--- src/rtl/arcade_input_pkg.sv ---
`default_nettype none
// ============================================================================
//  Module      : arcade_input_pkg
//  Description : Shared constants for the arcade input controller: PS/2 key
//                codes as 9-bit {extended, scancode}, held-key and CSJUDLR
//                bit positions, sequencer state encoding and the
//                orientation remap helper.
//  Revision    : 1.0 - initial release
// ============================================================================
package arcade_input_pkg;

    // PS/2 codes, {extended, scancode}
    localparam logic [8:0] c_key_up         = 9'h175;
    localparam logic [8:0] c_key_down       = 9'h172;
    localparam logic [8:0] c_key_left       = 9'h16B;
    localparam logic [8:0] c_key_right      = 9'h174;
    localparam logic [8:0] c_key_fire_space = 9'h029;
    localparam logic [8:0] c_key_fire_ctrl  = 9'h014;
    localparam logic [8:0] c_key_start1     = 9'h005;
    localparam logic [8:0] c_key_start2     = 9'h006;
    localparam logic [8:0] c_key_coin       = 9'h02E;

    // Held-key vector positions; identical to the joystick bit layout so the
    // two can be OR-ed directly.
    localparam int c_hk_right  = 0;
    localparam int c_hk_left   = 1;
    localparam int c_hk_down   = 2;
    localparam int c_hk_up     = 3;
    localparam int c_hk_fire   = 4;
    localparam int c_hk_start1 = 5;
    localparam int c_hk_start2 = 6;
    localparam int c_hk_coin   = 7;

    // CSJUDLR output positions
    localparam int c_out_right = 0;
    localparam int c_out_left  = 1;
    localparam int c_out_down  = 2;
    localparam int c_out_up    = 3;
    localparam int c_out_fire  = 4;
    localparam int c_out_start = 5;
    localparam int c_out_coin  = 6;

    // Coin/start sequencer states
    typedef logic [1:0] seq_state_t;
    localparam seq_state_t c_seq_idle  = 2'd0;
    localparam seq_state_t c_seq_coin  = 2'd1;
    localparam seq_state_t c_seq_gap   = 2'd2;
    localparam seq_state_t c_seq_start = 2'd3;

    // Input and result are {up, down, left, right}. In horizontal mode the
    // cabinet is rotated, so each physical direction drives its neighbour.
    function automatic logic [3:0] remap_udlr(input logic [3:0] udlr,
                                              input logic       rotate);
        logic [3:0] r;
        r = udlr;
        if (rotate) begin
            r = {udlr[1], udlr[0], udlr[2], udlr[3]};
        end
        return r;
    endfunction

endpackage
`default_nettype wire

--- src/rtl/ps2_key_latch.sv ---
`default_nettype none
// ============================================================================
//  Module      : ps2_key_latch
//  Description : Detects PS/2 event strobes (toggle of bit 10), decodes the
//                game keys and keeps one held/released flag per key.
//  Ports       : clk_sys      - system clock
//                RESET        - synchronous active-high reset
//                i_ps2_key    - [10] toggle, [9] pressed, [8] ext, [7:0] code
//                o_key_held   - held flags in joystick layout
//                               {coin, start2, start1, fire, U, D, L, R}
//  Revision    : 1.0 - initial release
// ============================================================================
module ps2_key_latch
    import arcade_input_pkg::*;
(
    input  logic        clk_sys,
    input  logic        RESET,
    input  logic [10:0] i_ps2_key,
    output logic [7:0]  o_key_held
);

    logic       r_old_toggle;
    logic [7:0] r_key_held;
    logic       w_event;
    logic [7:0] w_hit;

    assign w_event = (r_old_toggle != i_ps2_key[10]);

    // One-hot target of the presented code; unknown codes select nothing.
    always_comb begin
        w_hit = '0;
        case (i_ps2_key[8:0])
            c_key_up:         w_hit[c_hk_up]     = 1'b1;
            c_key_down:       w_hit[c_hk_down]   = 1'b1;
            c_key_left:       w_hit[c_hk_left]   = 1'b1;
            c_key_right:      w_hit[c_hk_right]  = 1'b1;
            c_key_fire_space,
            c_key_fire_ctrl:  w_hit[c_hk_fire]   = 1'b1;
            c_key_start1:     w_hit[c_hk_start1] = 1'b1;
            c_key_start2:     w_hit[c_hk_start2] = 1'b1;
            c_key_coin:       w_hit[c_hk_coin]   = 1'b1;
            default:          w_hit = '0;
        endcase
    end

    // Old toggle is loaded from the live input during reset so a strobe that
    // happened before reset released is not replayed as a fresh event.
    always_ff @(posedge clk_sys) begin
        if (RESET) begin
            r_old_toggle <= i_ps2_key[10];
            r_key_held   <= '0;
        end else begin
            r_old_toggle <= i_ps2_key[10];
            if (w_event) begin
                r_key_held <= (r_key_held & ~w_hit) | (w_hit & {8{i_ps2_key[9]}});
            end
        end
    end

    assign o_key_held = r_key_held;

endmodule
`default_nettype wire

--- src/rtl/arcade_input_ctrl.sv ---
`default_nettype none
// ============================================================================
//  Module      : arcade_input_ctrl
//  Description : Player input front end for the galaxian core. Merges PS/2
//                keys with joystick bits, applies the orientation remap and
//                turns a start press into a coin pulse, a gap and a start
//                pulse.
//  Ports       : clk_sys     - 12 MHz system clock
//                RESET       - synchronous active-high reset
//                ps2_key     - PS/2 event word from hps_io
//                joy         - OR of both joysticks, [7:0] = coin,s2,s1,F,U,D,L,R
//                orient      - 0 vertical, 1 horizontal (rotated controls)
//                P1_CSJUDLR  - registered {coin, start1, fire, U, D, L, R}
//                P2_CSJUDLR  - registered {0, start2, fire, U, D, L, R}
//                seq_busy    - registered, high while the sequencer is active
//  Revision    : 1.0 - initial release
// ============================================================================
module arcade_input_ctrl
    import arcade_input_pkg::*;
#(
    parameter int unsigned COIN_LEN  = 1200000,
    parameter int unsigned GAP_LEN   = 600000,
    parameter int unsigned START_LEN = 1200000,
    parameter int unsigned CNT_W     = 24
) (
    input  logic        clk_sys,
    input  logic        RESET,
    input  logic [10:0] ps2_key,
    input  logic [15:0] joy,
    input  logic        orient,
    output logic [6:0]  P1_CSJUDLR,
    output logic [6:0]  P2_CSJUDLR,
    output logic        seq_busy
);

    localparam logic [CNT_W-1:0] c_coin_load  = CNT_W'(COIN_LEN - 1);
    localparam logic [CNT_W-1:0] c_gap_load   = CNT_W'(GAP_LEN - 1);
    localparam logic [CNT_W-1:0] c_start_load = CNT_W'(START_LEN - 1);

    logic [7:0]       w_key_held;
    logic [7:0]       w_raw;
    logic             w_s1;
    logic             w_s2;
    logic             r_s1_prev;
    logic             r_s2_prev;
    logic             w_s1_rise;
    logic             w_s2_rise;

    seq_state_t       r_state;
    seq_state_t       w_state_nxt;
    logic [CNT_W-1:0] r_cnt;
    logic [CNT_W-1:0] w_cnt_nxt;
    logic             r_sel;          // 0 = player 1 start, 1 = player 2
    logic             w_sel_nxt;
    logic             w_sel_raw;
    logic             w_cnt_zero;
    logic             w_seq_coin;
    logic             w_seq_s1;
    logic             w_seq_s2;

    logic [6:0]       w_p1_nxt;
    logic [6:0]       w_p2_nxt;
    logic [6:0]       r_p1;
    logic [6:0]       r_p2;
    logic             r_busy;
    logic             w_unused;

    assign w_unused = ^joy[15:8];

    ps2_key_latch u_key_latch (
        .clk_sys    (clk_sys),
        .RESET      (RESET),
        .i_ps2_key  (ps2_key),
        .o_key_held (w_key_held)
    );

    assign w_raw = w_key_held | joy[7:0];

    // Start edge detect on the merged key/joystick start lines
    assign w_s1      = w_raw[c_hk_start1];
    assign w_s2      = w_raw[c_hk_start2];
    assign w_s1_rise = w_s1 & ~r_s1_prev;
    assign w_s2_rise = w_s2 & ~r_s2_prev;
    assign w_sel_raw = r_sel ? w_s2 : w_s1;
    assign w_cnt_zero = (r_cnt == '0);

    always_ff @(posedge clk_sys) begin
        if (RESET) begin
            r_s1_prev <= 1'b0;
            r_s2_prev <= 1'b0;
            r_state   <= c_seq_idle;
            r_cnt     <= '0;
            r_sel     <= 1'b0;
        end else begin
            r_s1_prev <= w_s1;
            r_s2_prev <= w_s2;
            r_state   <= w_state_nxt;
            r_cnt     <= w_cnt_nxt;
            r_sel     <= w_sel_nxt;
        end
    end

    // Counter is reloaded on every transition and holds at zero in START
    // while the player keeps the button down.
    always_comb begin
        w_state_nxt = r_state;
        w_cnt_nxt   = r_cnt;
        w_sel_nxt   = r_sel;
        w_seq_coin  = 1'b0;
        w_seq_s1    = 1'b0;
        w_seq_s2    = 1'b0;
        case (r_state)
            c_seq_idle: begin
                if (w_s1_rise || w_s2_rise) begin
                    w_state_nxt = c_seq_coin;
                    w_cnt_nxt   = c_coin_load;
                    w_sel_nxt   = ~w_s1_rise;
                end
            end
            c_seq_coin: begin
                w_seq_coin = 1'b1;
                if (w_cnt_zero) begin
                    w_state_nxt = c_seq_gap;
                    w_cnt_nxt   = c_gap_load;
                end else begin
                    w_cnt_nxt = r_cnt - CNT_W'(1);
                end
            end
            c_seq_gap: begin
                if (w_cnt_zero) begin
                    w_state_nxt = c_seq_start;
                    w_cnt_nxt   = c_start_load;
                end else begin
                    w_cnt_nxt = r_cnt - CNT_W'(1);
                end
            end
            c_seq_start: begin
                w_seq_s1 = ~r_sel;
                w_seq_s2 = r_sel;
                if (w_cnt_zero) begin
                    if (!w_sel_raw) begin
                        w_state_nxt = c_seq_idle;
                        w_cnt_nxt   = '0;
                    end
                end else begin
                    w_cnt_nxt = r_cnt - CNT_W'(1);
                end
            end
            default: begin
                w_state_nxt = c_seq_idle;
                w_cnt_nxt   = '0;
            end
        endcase
    end

    // The keyboard belongs to player 1; player 2 only sees the joystick
    // lines. The direct coin key/button bypasses the sequencer.
    always_comb begin
        w_p1_nxt = '0;
        w_p2_nxt = '0;
        w_p1_nxt[c_out_up:c_out_right] = remap_udlr(w_raw[c_hk_up:c_hk_right], orient);
        w_p1_nxt[c_out_fire]  = w_raw[c_hk_fire];
        w_p1_nxt[c_out_start] = w_seq_s1;
        w_p1_nxt[c_out_coin]  = w_seq_coin | w_raw[c_hk_coin];
        w_p2_nxt[c_out_up:c_out_right] = remap_udlr(joy[c_hk_up:c_hk_right], orient);
        w_p2_nxt[c_out_fire]  = joy[c_hk_fire];
        w_p2_nxt[c_out_start] = w_seq_s2;
    end

    always_ff @(posedge clk_sys) begin
        if (RESET) begin
            r_p1   <= '0;
            r_p2   <= '0;
            r_busy <= 1'b0;
        end else begin
            r_p1   <= w_p1_nxt;
            r_p2   <= w_p2_nxt;
            r_busy <= (r_state != c_seq_idle);
        end
    end

    assign P1_CSJUDLR = r_p1;
    assign P2_CSJUDLR = r_p2;
    assign seq_busy   = r_busy;

endmodule
`default_nettype wire
--- config.mk ---
export PLATFORM = sky130hd
export DESIGN_NAME = arcade_input_ctrl
export DESIGN_NICKNAME = d
export VERILOG_FILES = /design/src/rtl/arcade_input_pkg.sv /design/src/rtl/ps2_key_latch.sv /design/src/rtl/arcade_input_ctrl.sv
export SDC_FILE = /design/constraint.sdc
export NUM_CORES = 1
export LEC_CHECK = 0
export ABC_AREA = 1
export CAP_MARGIN = 25
export CELL_PAD_IN_SITES_DETAIL_PLACEMENT = 1
export CELL_PAD_IN_SITES_GLOBAL_PLACEMENT = 1
export CORE_MARGIN = 2
export CORE_UTILIZATION = 34
export DETAILED_ROUTE_END_ITERATION = 8
export PLACE_DENSITY_LB_ADDON = 0.1
export SLEW_MARGIN = 20
export SYNTH_ARGS = -nofsm -noshare
export SYNTH_HDL_FRONTEND = slang
export SYNTH_SLANG_ARGS = --single-unit
--- constraint.sdc ---
create_clock -name clk_sys -period 1.65 [get_ports clk_sys]
set_input_delay 0.4125 -clock clk_sys [delete_from_list [all_inputs] [get_ports clk_sys]]
set_output_delay 0.4125 -clock clk_sys [all_outputs]
set_load 0.03 [all_outputs]
==> results.txt, run 1 <==
Simple-Gate Fraction of Synth Area - 33.8%
Power per Cell Area - 1460 nW/um^2
crit path kind - flop to flop
Logic pwr share - 60.0%
dpl ws - -0.425 ns
fmax - 598 MHz
first-pass GRT wire length - 15.0 mm
post-synthesis sequential area ratio - 37.7%
reg2reg setup slack - -0.02 ns
failing checks - setup timing
Power Internal - 0.00338 W
worst-margin pin slew - 0.658 ns
xor/xnor cell area share of the yosys netlist - 3.49%
CTS tree - built
status - complete, but fails checks
Syn Nets - 438
Inst Count DP - 595
GPL Wtd Cong - 0.874
Hold WC Path Type - primary input to flop
Worst setup EP type - flop
worst r2r path cells - 7
syn avg cell area - 6.87 um^2
num ports - 45
Final Non-Filler Cells - 612
Max-Cap Viols - 0
drt total wl - 9.55 mm
DRC Markers - 0
Sw Pwr - 0.00283 W
fillers - 993
Area Overhead vs Synth - 54.4%
async set-reset flop share out of synthesis - 0%
worst setup path endpoint - r_cnt[22]$_SDFFE_PP0P_
switching share of power - 45.6%
Synth Area in Adders - 2.72%
H-tree depth - 2
CTS Sinks - 52
Initial Util - 35.4%
clk_lat worst skew - 0.31 ns
# nets final - 545
synthesized flop and latch total - 52
global route overflow - 0
vias post-DR - 3073
reg2reg start - r_cnt[16]$_SDFFE_PP0P_
minimum clock period - 1.67 ns
Clock Root Buffer - clkbuf_8
DR WL/cell - 15.6 um
First-pass DRT Iterations - 4
Total Power - 0.00621 W
final slew viol count - 0
Iter 0 DRT Violations - 63
Critical Path Source Type - flop
total track usage - 21.4%
Ys Warns - 0
n_diodes - 0
crit path from - r_cnt[16]$_SDFFE_PP0P_
DIE AREA - 8860 um^2
Antenna Nets Post-Route - 0
initial antenna violation count - 0
Tcrit/Tclk final - 101%
RR Endpoint - r_cnt[22]$_SDFFE_PP0P_
Mapped Area - 2760 um^2
vias in the first global route - 3285
core area - 7810 um^2
post-synthesis compound-gate area fraction - 14.7%
Final HPWL DP - 6.75 mm
clock power share - 12.5%
die height - 94.1 um
chip width - 94.1 um
Max rail drop VDD - 0.487 mV
number of placement rows - 32
setup repair after global routing missed its margin - true
share of cells above drive strength 1 - 34.1%
Fin Clk Skew - 0.00817 ns
post-synthesis cell count - 402
largest family of logic cells by synthesized area - simple AND/OR/NAND/NOR gates
sequential power share - 27.5%
Yosys cell types - 33
final hold vios - 0
Final setup viols - 1
top_reg_cell synth - dfxtp_1
CTS Buf Count - 5
multiplexer share of the synthesized area - 0%
worst rel slew slack - 55.7%
CP Data Required Time - 1.87 ns
largest net degree at the start of global routing - 28
I/O Buffers - 35
CP max FO - 2
worst setup margin - -0.0221 ns
clk buf depth - 2
clock-pin slew on the worst setup and hold paths - 0.11 ns
crit path DAT - 1.89 ns
WHS - 0.396 ns
vias per cell - 5.02
Leak Pwr - 1.86 nW
Post-synth EDFFs - 0
## cells in the mapped netlist, drive strengths merged (2+ instances only)
cell type	number	share of area (%)
nand3	27	5.5
o21ai	30	5.7
clkbuf	4	0.54
ha	6	2.7
nand3b	3	0.82
nor3b	2	0.54
nor2	88	13
buf	3	1.1
xnor2	4	1.3
a221oi	4	1.3
nand4	7	1.6
inv	43	5.8
nand2	67	9.8
xor2	7	2.2
a31oi	2	0.45
nor4	4	0.91
dfxtp	52	38
a21oi	35	6.5
nor3	10	1.8
## layer usage
| metal | part of all wire, % | global-route usage [%] | wire (um) |
|---|---|---|---|
| met5 | 0 | 0 | 0 |
| met1 | 41 | 23.6 | 3880 |
| met4 | 1.5 | 5.31 | 143 |
| met2 | 55 | 41.5 | 5250 |
| met3 | 2.9 | 4.17 | 274 |
## worst min path at each step
| stage | startpoint | endpoint | slack (ns) | depth (start not counted) |
|---|---|---|---|---|
| 2_1_floorplan | r_sel$_SDFFE_PP0P_ | P1_CSJUDLR[5]$_SDFF_PP0_ | 0.42 | 1 |
| 3_3_place_gp | flop | flop | 0.44 | 2 |
| 3_5_place_dp | r_sel$_SDFFE_PP0P_ | P1_CSJUDLR[5]$_SDFF_PP0_ | 0.44 | 1 |
| 4_1_cts | r_sel$_SDFFE_PP0P_ | P1_CSJUDLR[5]$_SDFF_PP0_ | 0.48 | 1 |
| 5_1_grt | joy[6] | r_s2_prev$_SDFF_PP0_ | 0.44 | 3 |
| 6_report | joy[6] | r_s2_prev$_SDFF_PP0_ | 0.40 | 3 |
## power by group through the flow
stage               clock network [W]  logic, W  registers [W]
global placement                    0   0.00290        0.00165
global route                 0.000846   0.00408        0.00174
CTS                          0.000817   0.00309        0.00164
finish                       0.000776   0.00373        0.00171
detailed placement                  0   0.00301        0.00166
floorplan                           0   0.00157        0.00174
## cell usage in the layout, fill, tap and decap left out, types with 3 or more instances in the layout
cell             count
xor2_1               6
o21ai_2              5
nand3_2              3
nor3_2               3
nor3_1               7
xnor2_1              4
o21ai_1             16
nand3b_1             3
buf_4               63
nor2_2              15
nor2_4              11
nand4_1              7
inv_2                7
a21oi_1             26
ha_1                 4
dfxtp_1             39
inv_1               36
nand2_8              4
clkdlybuf4s50_1     19
clkbuf_8             5
nand2_2             12
a21oi_2              8
o21ai_0              7
nand2_1             50
buf_6                5
dlygate4sd2_1       14
nand3_1             22
a221oi_1             4
nor2_1              62
buf_12               3
dfxtp_2             11
## cell families (layout without fill, tap and decap cells)
group | after synthesis | after routing
xor gates and xnor gates | 11 | 11
and+or+nand+nor | 208 | 209
adders and majority gates | 6 | 6
AOI/OAI and AO/OA | 74 | 74
DFF | 52 | 52
other | 1 | 1
buffers and inverters | 50 | 157
## worst max-delay path, cell delays in order, from the launching register on
cell     delay [ns]
dfxtp_1        0.34
nor2_2         0.16
nand2_2        0.11
buf_4          0.15
nor4_1         0.50
nand4_1        0.17
nand3_1        0.11
nor2_1         0.05
## per-stage QoR
step | instance area (um^2) | TNS [ns] | util, %
6_report | 4270 | -0.0221 | 54.6
5_1_grt | 4270 | -0.877 | 54.6
4_1_cts | 3830 | -0.0399 | 49.1
3_5_place_dp | 3710 | -10.84 | 47.5
3_3_place_gp | 3710 | -9.25 | 47.5
2_1_floorplan | 2770 | 0 | -
## final cells by class
type	count	area (um^2)	share of cell area [%]
clock inverter	3	22.5	0.528
timing repair buffer	106	927	21.7
clock buffer	5	68.8	1.61
multi-input combinational	301	1900	44.4
inverter	43	161	3.78
sequential	52	1060	24.9
tap	102	128	2.99
## what timing repair did
item	CTS	global route
pin swaps	0	34
hold buffers	0	0
buffers inserted	2	6
resized for setup	28	115
setup endpoints to repair	32	31
cloned	1	0
Note: power is estimated with default switching activity, not from simulation.
==> run 2, diff against run 1 <==
--- a/config.mk
+++ b/config.mk
@@ -10,7 +10,8 @@
 export CELL_PAD_IN_SITES_DETAIL_PLACEMENT = 1
 export CELL_PAD_IN_SITES_GLOBAL_PLACEMENT = 1
 export CORE_MARGIN = 2
-export CORE_UTILIZATION = 34
+export CORE_UTILIZATION = 39
+export CTS_BUF_LIST = sky130_fd_sc_hd__clkbuf_8
 export DETAILED_ROUTE_END_ITERATION = 8
 export PLACE_DENSITY_LB_ADDON = 0.1
 export SLEW_MARGIN = 20
==> constraint.sdc (replaced) <==
create_clock -name clk_sys -period 1.9 [get_ports clk_sys]
set_input_delay 0.475 -clock clk_sys [delete_from_list [all_inputs] [get_ports clk_sys]]
set_output_delay 0.475 -clock clk_sys [all_outputs]
set_load 0.03 [all_outputs]
==> run 2 against run 1 <==
Net effect:
- die area shrank 12%
- critical path depth grew 2
- power shrank 30%
- cell count shrank 8.2%
- clock power shrank 12%
- clock-buffer cell count is the same
- sequential power shrank 13%
- cell area shrank 17%
- combinational power shrank 41%
- the flow now finishes without violations
- sequential share of layout area grew 4.5 points
- highest routed layer unchanged
- core utilization shrank 2.7 points
==> results.txt, run 2 (synthesis results as in run 1) <==
status - finished clean
drt total wl - 7.79 mm
final hold vios - 0
wire length on met3 - 229 um
Final Non-Filler Cells - 562
Tcrit/Tclk final - 96.0%
DIE AREA - 7770 um^2
setup repair after global routing missed its margin - true
WHS - 0.460 ns
num ports - 45
Area after DPL - 3410 um^2
first-pass GRT wire length - 13.2 mm
GPL Wtd Cong - 0.866
Iter 0 DRT Violations - 65
final instance area - 3540 um^2
crit path kind - primary input to flop
Inst Count DP - 554
vias in the first global route - 2911
number of placement rows - 30
Max-Cap Viols - 0
initial antenna violation count - 0
Hold WC Path Type - flop to flop
most frequent cells in the layout - nor2_1 (81), nand2_1 (61), dfxtp_1 (52)
Area Overhead vs Synth - 28.3%
H-tree depth - 2
global route overflow - 0
Antenna Nets Post-Route - 0
reg2reg setup slack - 0.13 ns
CP max FO - 14
CP Data Required Time - 2.11 ns
hold path cells - 2
n_diodes - 0
worst setup margin - 0.0756 ns
Final setup viols - 0
# nets final - 501
DR WL/cell - 13.9 um
vias per cell - 5.04
M1 WL - 3.43 mm
Fin Clk Skew - 0.00999 ns
dpl ws - -0.268 ns
First-pass DRT Iterations - 4
CTS Buf Count - 5
reg2reg start - r_state[0]$_SDFFE_PP0P_
Worst setup EP type - flop
final slew viol count - 0
DRC Markers - 0
most common cell after layout, fill and taps aside - nor2_1
Leak Pwr - 1.50 nW
clock-pin slew on the worst setup and hold paths - 0.11 ns
total track usage - 21.7%
Max rail drop VDD - 0.443 mV
# hold bufs at CTS - 0
I/O Buffers - 35
core area - 6830 um^2
die height - 88.2 um
Power per Cell Area - 1230 nW/um^2
Initial Util - 40.4%
Final HPWL DP - 6.14 mm
CTS Sinks - 52
CTS tree - built
met2 wire len - 4.07 mm
largest net degree at the start of global routing - 28
Clock Root Buffer - clkbuf_8
crit path DAT - 2.04 ns
vias post-DR - 2834
minimum clock period - 1.82 ns
fmax - 548 MHz
chip width - 88.2 um
worst r2r path cells - 8
RR Endpoint - r_cnt[8]$_SDFFE_PP0P_
clk_lat worst skew - 0.32 ns
Critical Path Source Type - primary input
share of cells above drive strength 1 - 12.0%
clk buf depth - 2
Top Layer Used - met4
run 2: cell count changes in the layout (fill, tap and decap cells not counted), sizes merged:
cell | before | now
dlymetal6s2s | 2 | 0
clkinvlp | 0 | 2
dlygate4sd2 | 14 | 0
nand2 | 68 | 67
buf | 71 | 28
clkdlybuf4s50 | 19 | 35
clkinv | 2 | 0
run 2: per-layer routing:
layer | global-route usage (%) | up-vias
met5 | 0 | -
met4 | 3.99 | 0
met3 | 4.90 | 7
met2 | 40.9 | 36
met1 | 25.1 | 1343
li1 | - | 1448
run 2: worst max-delay path by stage:
stage / from / slack, ns / cells after the start / to
after floorplan: r_cnt[0]$_SDFFE_PP0P_ / 0.24 / 10 / r_cnt[8]$_SDFFE_PP0P_
after global placement: joy[5] / -0.20 / 9 / r_cnt[1]$_SDFFE_PP0P_
after detailed placement: joy[5] / -0.27 / 9 / r_cnt[1]$_SDFFE_PP0P_
after CTS: joy[5] / 0.06 / 9 / r_cnt[17]$_SDFFE_PP0P_
after global routing: joy[5] / -0.02 / 9 / r_cnt[3]$_SDFFE_PP0P_
final: joy[5] / 0.08 / 9 / r_cnt[20]$_SDFFE_PP0P_
run 2: worst max-delay path, stage by stage:
cell and delay [ns]:
clkdlybuf4s50_1 0.44, o21bai_1 0.21, o211ai_1 0.16, buf_4 0.17
nand2_4 0.09, nand2_8 0.10, buf_4 0.18, o21ai_0 0.14
a21oi_1 0.05
run 2: area by class of cell:
| type | instances | area [um^2] |
|---|---|---|
| flip-flops and latches | 52 | 1040 |
| multi-input cells | 300 | 1550 |
| well taps | 96 | 120 |
| repair buffers | 63 | 577 |
| clock buffers | 5 | 68.8 |
| inverters | 43 | 161 |
| fillers | 918 | 3290 |
| clock inverters | 3 | 26.3 |
run 2: repair_timing:
action | in CTS | in global routing
buffers inserted | 0 | 0
endpoints found under the setup margin | 0 | 9
gates resized for setup | 0 | 16
run 2: power breakdown:
part / internal, W / leakage (nW) / total, W / switching, W
combinational: 0.000827 / 1.02 / 0.00221 / 0.00138
sequential: 0.00128 / 0.429 / 0.00148 / 0.000197
clock: 0.000269 / 0.0423 / 0.000686 / 0.000417
run 2: metrics by stage:
| stage | utilization (%) | setup TNS [ns] | power (W) |
|---|---|---|---|
| 2_1_floorplan | - | 0 | 0.00287 |
| 3_3_place_gp | 49.9 | -3.58 | 0.00355 |
| 3_5_place_dp | 49.9 | -5.13 | 0.00365 |
| 4_1_cts | 51.3 | 0 | 0.00434 |
| 5_1_grt | 51.9 | -0.0752 | 0.00474 |
| 6_report | 51.9 | 0 | 0.00437 |
==> run 3, diff against run 2 <==
--- a/config.mk
+++ b/config.mk
@@ -6,15 +6,16 @@
 export NUM_CORES = 1
 export LEC_CHECK = 0
 export ABC_AREA = 1
-export CAP_MARGIN = 25
+export CAP_MARGIN = 20
 export CELL_PAD_IN_SITES_DETAIL_PLACEMENT = 1
 export CELL_PAD_IN_SITES_GLOBAL_PLACEMENT = 1
 export CORE_MARGIN = 2
-export CORE_UTILIZATION = 39
+export CORE_UTILIZATION = 40
 export CTS_BUF_LIST = sky130_fd_sc_hd__clkbuf_8
 export DETAILED_ROUTE_END_ITERATION = 8
 export PLACE_DENSITY_LB_ADDON = 0.1
 export SLEW_MARGIN = 20
 export SYNTH_ARGS = -nofsm -noshare
 export SYNTH_HDL_FRONTEND = slang
+export SYNTH_HIERARCHICAL = 1
 export SYNTH_SLANG_ARGS = --single-unit
==> constraint.sdc (replaced) <==
create_clock -name clk_sys -period 1.8 [get_ports clk_sys]
set_input_delay 0.45 -clock clk_sys [delete_from_list [all_inputs] [get_ports clk_sys]]
set_output_delay 0.45 -clock clk_sys [all_outputs]
set_load 0.03 [all_outputs]
==> run 3 against run 2 <==
Net effect:
- via count increased by 3.6%
- cell area increased by 8.9%
- global-route usage decreased by 0.26 points
- routed wire length increased by 9.3%
- synthesized area increased by 8.2%
- sequential power increased by 5%
- clock skew increased by 0.0069 ns
- critical path depth decreased by 8
- synthesized cell count increased by 6.2%
- core utilization increased by 1.3 points
- cell count increased by 5.3%
- flip-flop and latch count unchanged
==> results.txt, run 3 <==
share of cells above drive strength 1 - 21.7%
clk_lat worst skew - 0.32 ns
final hold vios - 0
number of placement rows - 31
dpl ws - -0.327 ns
fmax - 568 MHz
Simple-Gate Fraction of Synth Area - 38.4%
first-pass GRT wire length - 14.5 mm
Area after DPL - 3630 um^2
sequential power share - 31.6%
I/O Buffers - 35
Post-synth EDFFs - 0
crit path DAT - 1.31 ns
initial antenna violation count - 0
Area Overhead vs Synth - 29.2%
status - finished clean
switching share of power - 44.4%
Final Non-Filler Cells - 592
RR Endpoint - r_cnt[5]$_SDFFE_PP0P_
syn avg cell area - 7.00 um^2
Worst Min Path Start - r_sel$_SDFFE_PP0P_
num ports - 45
crit path kind - flop to output port
most instantiated library cell after synthesis - nor2_1
WHS - 0.477 ns
total track usage - 21.4%
clock power share - 17.5%
reg2reg start - r_cnt[0]$_SDFFE_PP0P_
global route overflow - 0
Fin Clk Skew - 0.0169 ns
CTS Buf Count - 5
# nets final - 528
final instance area - 3860 um^2
Sw Pwr - 0.00218 W
delay-heaviest family, CP - buffers and inverters
post-synthesis compound-gate area fraction - 13.5%
Max rail drop VDD - 0.537 mV
Inst Count DP - 581
Leak Pwr - 1.70 nW
Worst Hold Endpoint - P1_CSJUDLR[5]$_SDFF_PP0_
setup repair after global routing missed its margin - true
reg2reg setup slack - 0.09 ns
clock-pin slew on the worst setup and hold paths - 0.11 ns
DR WL/cell - 14.4 um
vias per cell - 4.96
Initial Util - 41.2%
multiplexer share of the synthesized area - 0%
top_reg_cell synth - dfxtp_1
chip width - 90.4 um
GPL Wtd Cong - 0.912
Clock Root Buffer - clkbuf_8
Tcrit/Tclk final - 97.8%
CP Data Required Time - 1.35 ns
vias post-DR - 2936
sequential cell area - 1040 um^2
cell taking the most area after synthesis - dfxtp_1
xor/xnor cell area share of the yosys netlist - 2.64%
largest net degree at the start of global routing - 18
Final setup viols - 0
Iter 0 DRT Violations - 64
area occupied by multi-input gates - 1780 um^2
Synth Area in Adders - 2.51%
CP max stage delay - 0.66 ns
vias in the first global route - 3122
Antenna Nets Post-Route - 0
worst setup margin - 0.0400 ns
Hold WC Path Type - flop to flop
fillers - 977
Commonest cells post-synth - nor2_1 (77), nand2_1 (71), dfxtp_1 (52)
synthesized flop and latch total - 52
critical path's slowest cell - clkdlybuf4s50_1
Critical Path Source Type - flop
largest family of logic cells by synthesized area - simple AND/OR/NAND/NOR gates
most frequent cells in the layout - nor2_1 (73), nand2_1 (69), dfxtp_1 (51)
hold path cells - 1
Mapped Area - 2990 um^2
H-tree depth - 2
core area - 7250 um^2
minimum clock period - 1.76 ns
most common cell after layout, fill and taps aside - nor2_1
DIE AREA - 8180 um^2
post-synthesis cell count - 427
n_diodes - 0
post-synth top area share - 34.8%
setup TNS - 0 ns
async set-reset flop share out of synthesis - 0%
Final HPWL DP - 6.60 mm
Logic pwr share - 50.9%
First-pass DRT Iterations - 4
die height - 90.4 um
Max-Cap Viols - 0
clk buf depth - 2
Power per Cell Area - 1270 nW/um^2
Synth area leaders - dfxtp_1 (35%), nor2_1 (9.7%), nand2_1 (8.9%), inv_1 (5.7%), nand3_1 (4.2%)
Ys Warns - 6
DRC Markers - 0
WP buf/inv - 1
post-synthesis sequential area ratio - 34.8%
CTS Sinks - 52
Syn Nets - 463
Worst setup EP type - output port
worst r2r path cells - 10
Yosys cell types - 37
drt total wl - 8.52 mm
Power Internal - 0.00273 W
CTS tree - built
final slew viol count - 0
crit-path cells - clkdlybuf4s50_1
# hold bufs at CTS - 0
CP max FO - 1
[run 3: cell count changes in the layout (fill, tap and decap cells not counted), sizes merged, moves of 4 or more]
cell and change:
dlymetal6s2s +5, inv +8, a21oi -7, nor2 +9
nor4 -4, clkdlybuf4s50 -5, nand2 +21
[run 3: worst max-delay path by stage]
stage / cells past startpoint / to / slack [ns] / start
2_1_floorplan: 10 / r_cnt[18]$_SDFFE_PP0P_ / 0.22 / r_cnt[0]$_SDFFE_PP0P_
3_3_place_gp: 9 / r_cnt[20]$_SDFFE_PP0P_ / -0.27 / joy[6]
3_5_place_dp: 8 / r_cnt[1]$_SDFFE_PP0P_ / -0.33 / joy[5]
4_1_cts: 9 / r_cnt[20]$_SDFFE_PP0P_ / 0.009 / joy[6]
5_1_grt: 11 / r_cnt[17]$_SDFFE_PP0P_ / -0.06 / r_cnt[0]$_SDFFE_PP0P_
6_report: 1 / P1_CSJUDLR[2] / 0.04 / P1_CSJUDLR[2]$_SDFF_PP0_
[run 3: kinds of logic (layout without fill, tap and decap cells)]
kind of cell,after synthesis,after routing
buffers and inverters,58,124
other,1,1
xor gates and xnor gates,9,9
and+or+nand+nor,235,235
DFF,52,52
adders and majority gates,6,6
AOI/OAI and AO/OA,66,66
[run 3: routing by layer]
layer / global-route usage, % / up-vias / wire length, um
met4: 3.85 / 0 / 57
li1: - / 1498 / -
met5: 0 / - / 0
met2: 38.8 / 25 / 4240
met3: 3.76 / 6 / 224
met1: 26.8 / 1407 / 4000
[run 3: layout make-up]
class / instances / area share [%]
Tap cell: 99 / 3.21
Clock inverter: 3 / 1.20
Sequential cell: 52 / 27.0
Inverter: 51 / 4.96
Multi-Input combinational cell: 317 / 46.2
Timing Repair Buffer: 65 / 15.7
Clock buffer: 5 / 1.78
[run 3: power by group through the flow]
| stage | Clock [W] | Sequential, W | Combinational (W) |
|---|---|---|---|
| 2_1_floorplan | 0 | 0.00159 | 0.00153 |
| 3_3_place_gp | 0 | 0.00155 | 0.00225 |
| 3_5_place_dp | 0 | 0.00157 | 0.00233 |
| 4_1_cts | 0.000882 | 0.00154 | 0.00236 |
| 5_1_grt | 0.000920 | 0.00159 | 0.00280 |
| 6_report | 0.000858 | 0.00155 | 0.00250 |
[run 3: what timing repair did]
action                                  in CTS  in global routing
pin swaps                                    0                  9
setup buffers                                0                  3
endpoints found under the setup margin       1                 30
gates resized for setup                      1                 26
[run 3: through the flow]
step           utilization (%)  power [W]
3_3_place_gp              50.0    0.00381
5_1_grt                   53.2    0.00531
6_report                  53.2    0.00491
4_1_cts                   51.7    0.00478
3_5_place_dp              50.0    0.00389
2_1_floorplan                -    0.00312
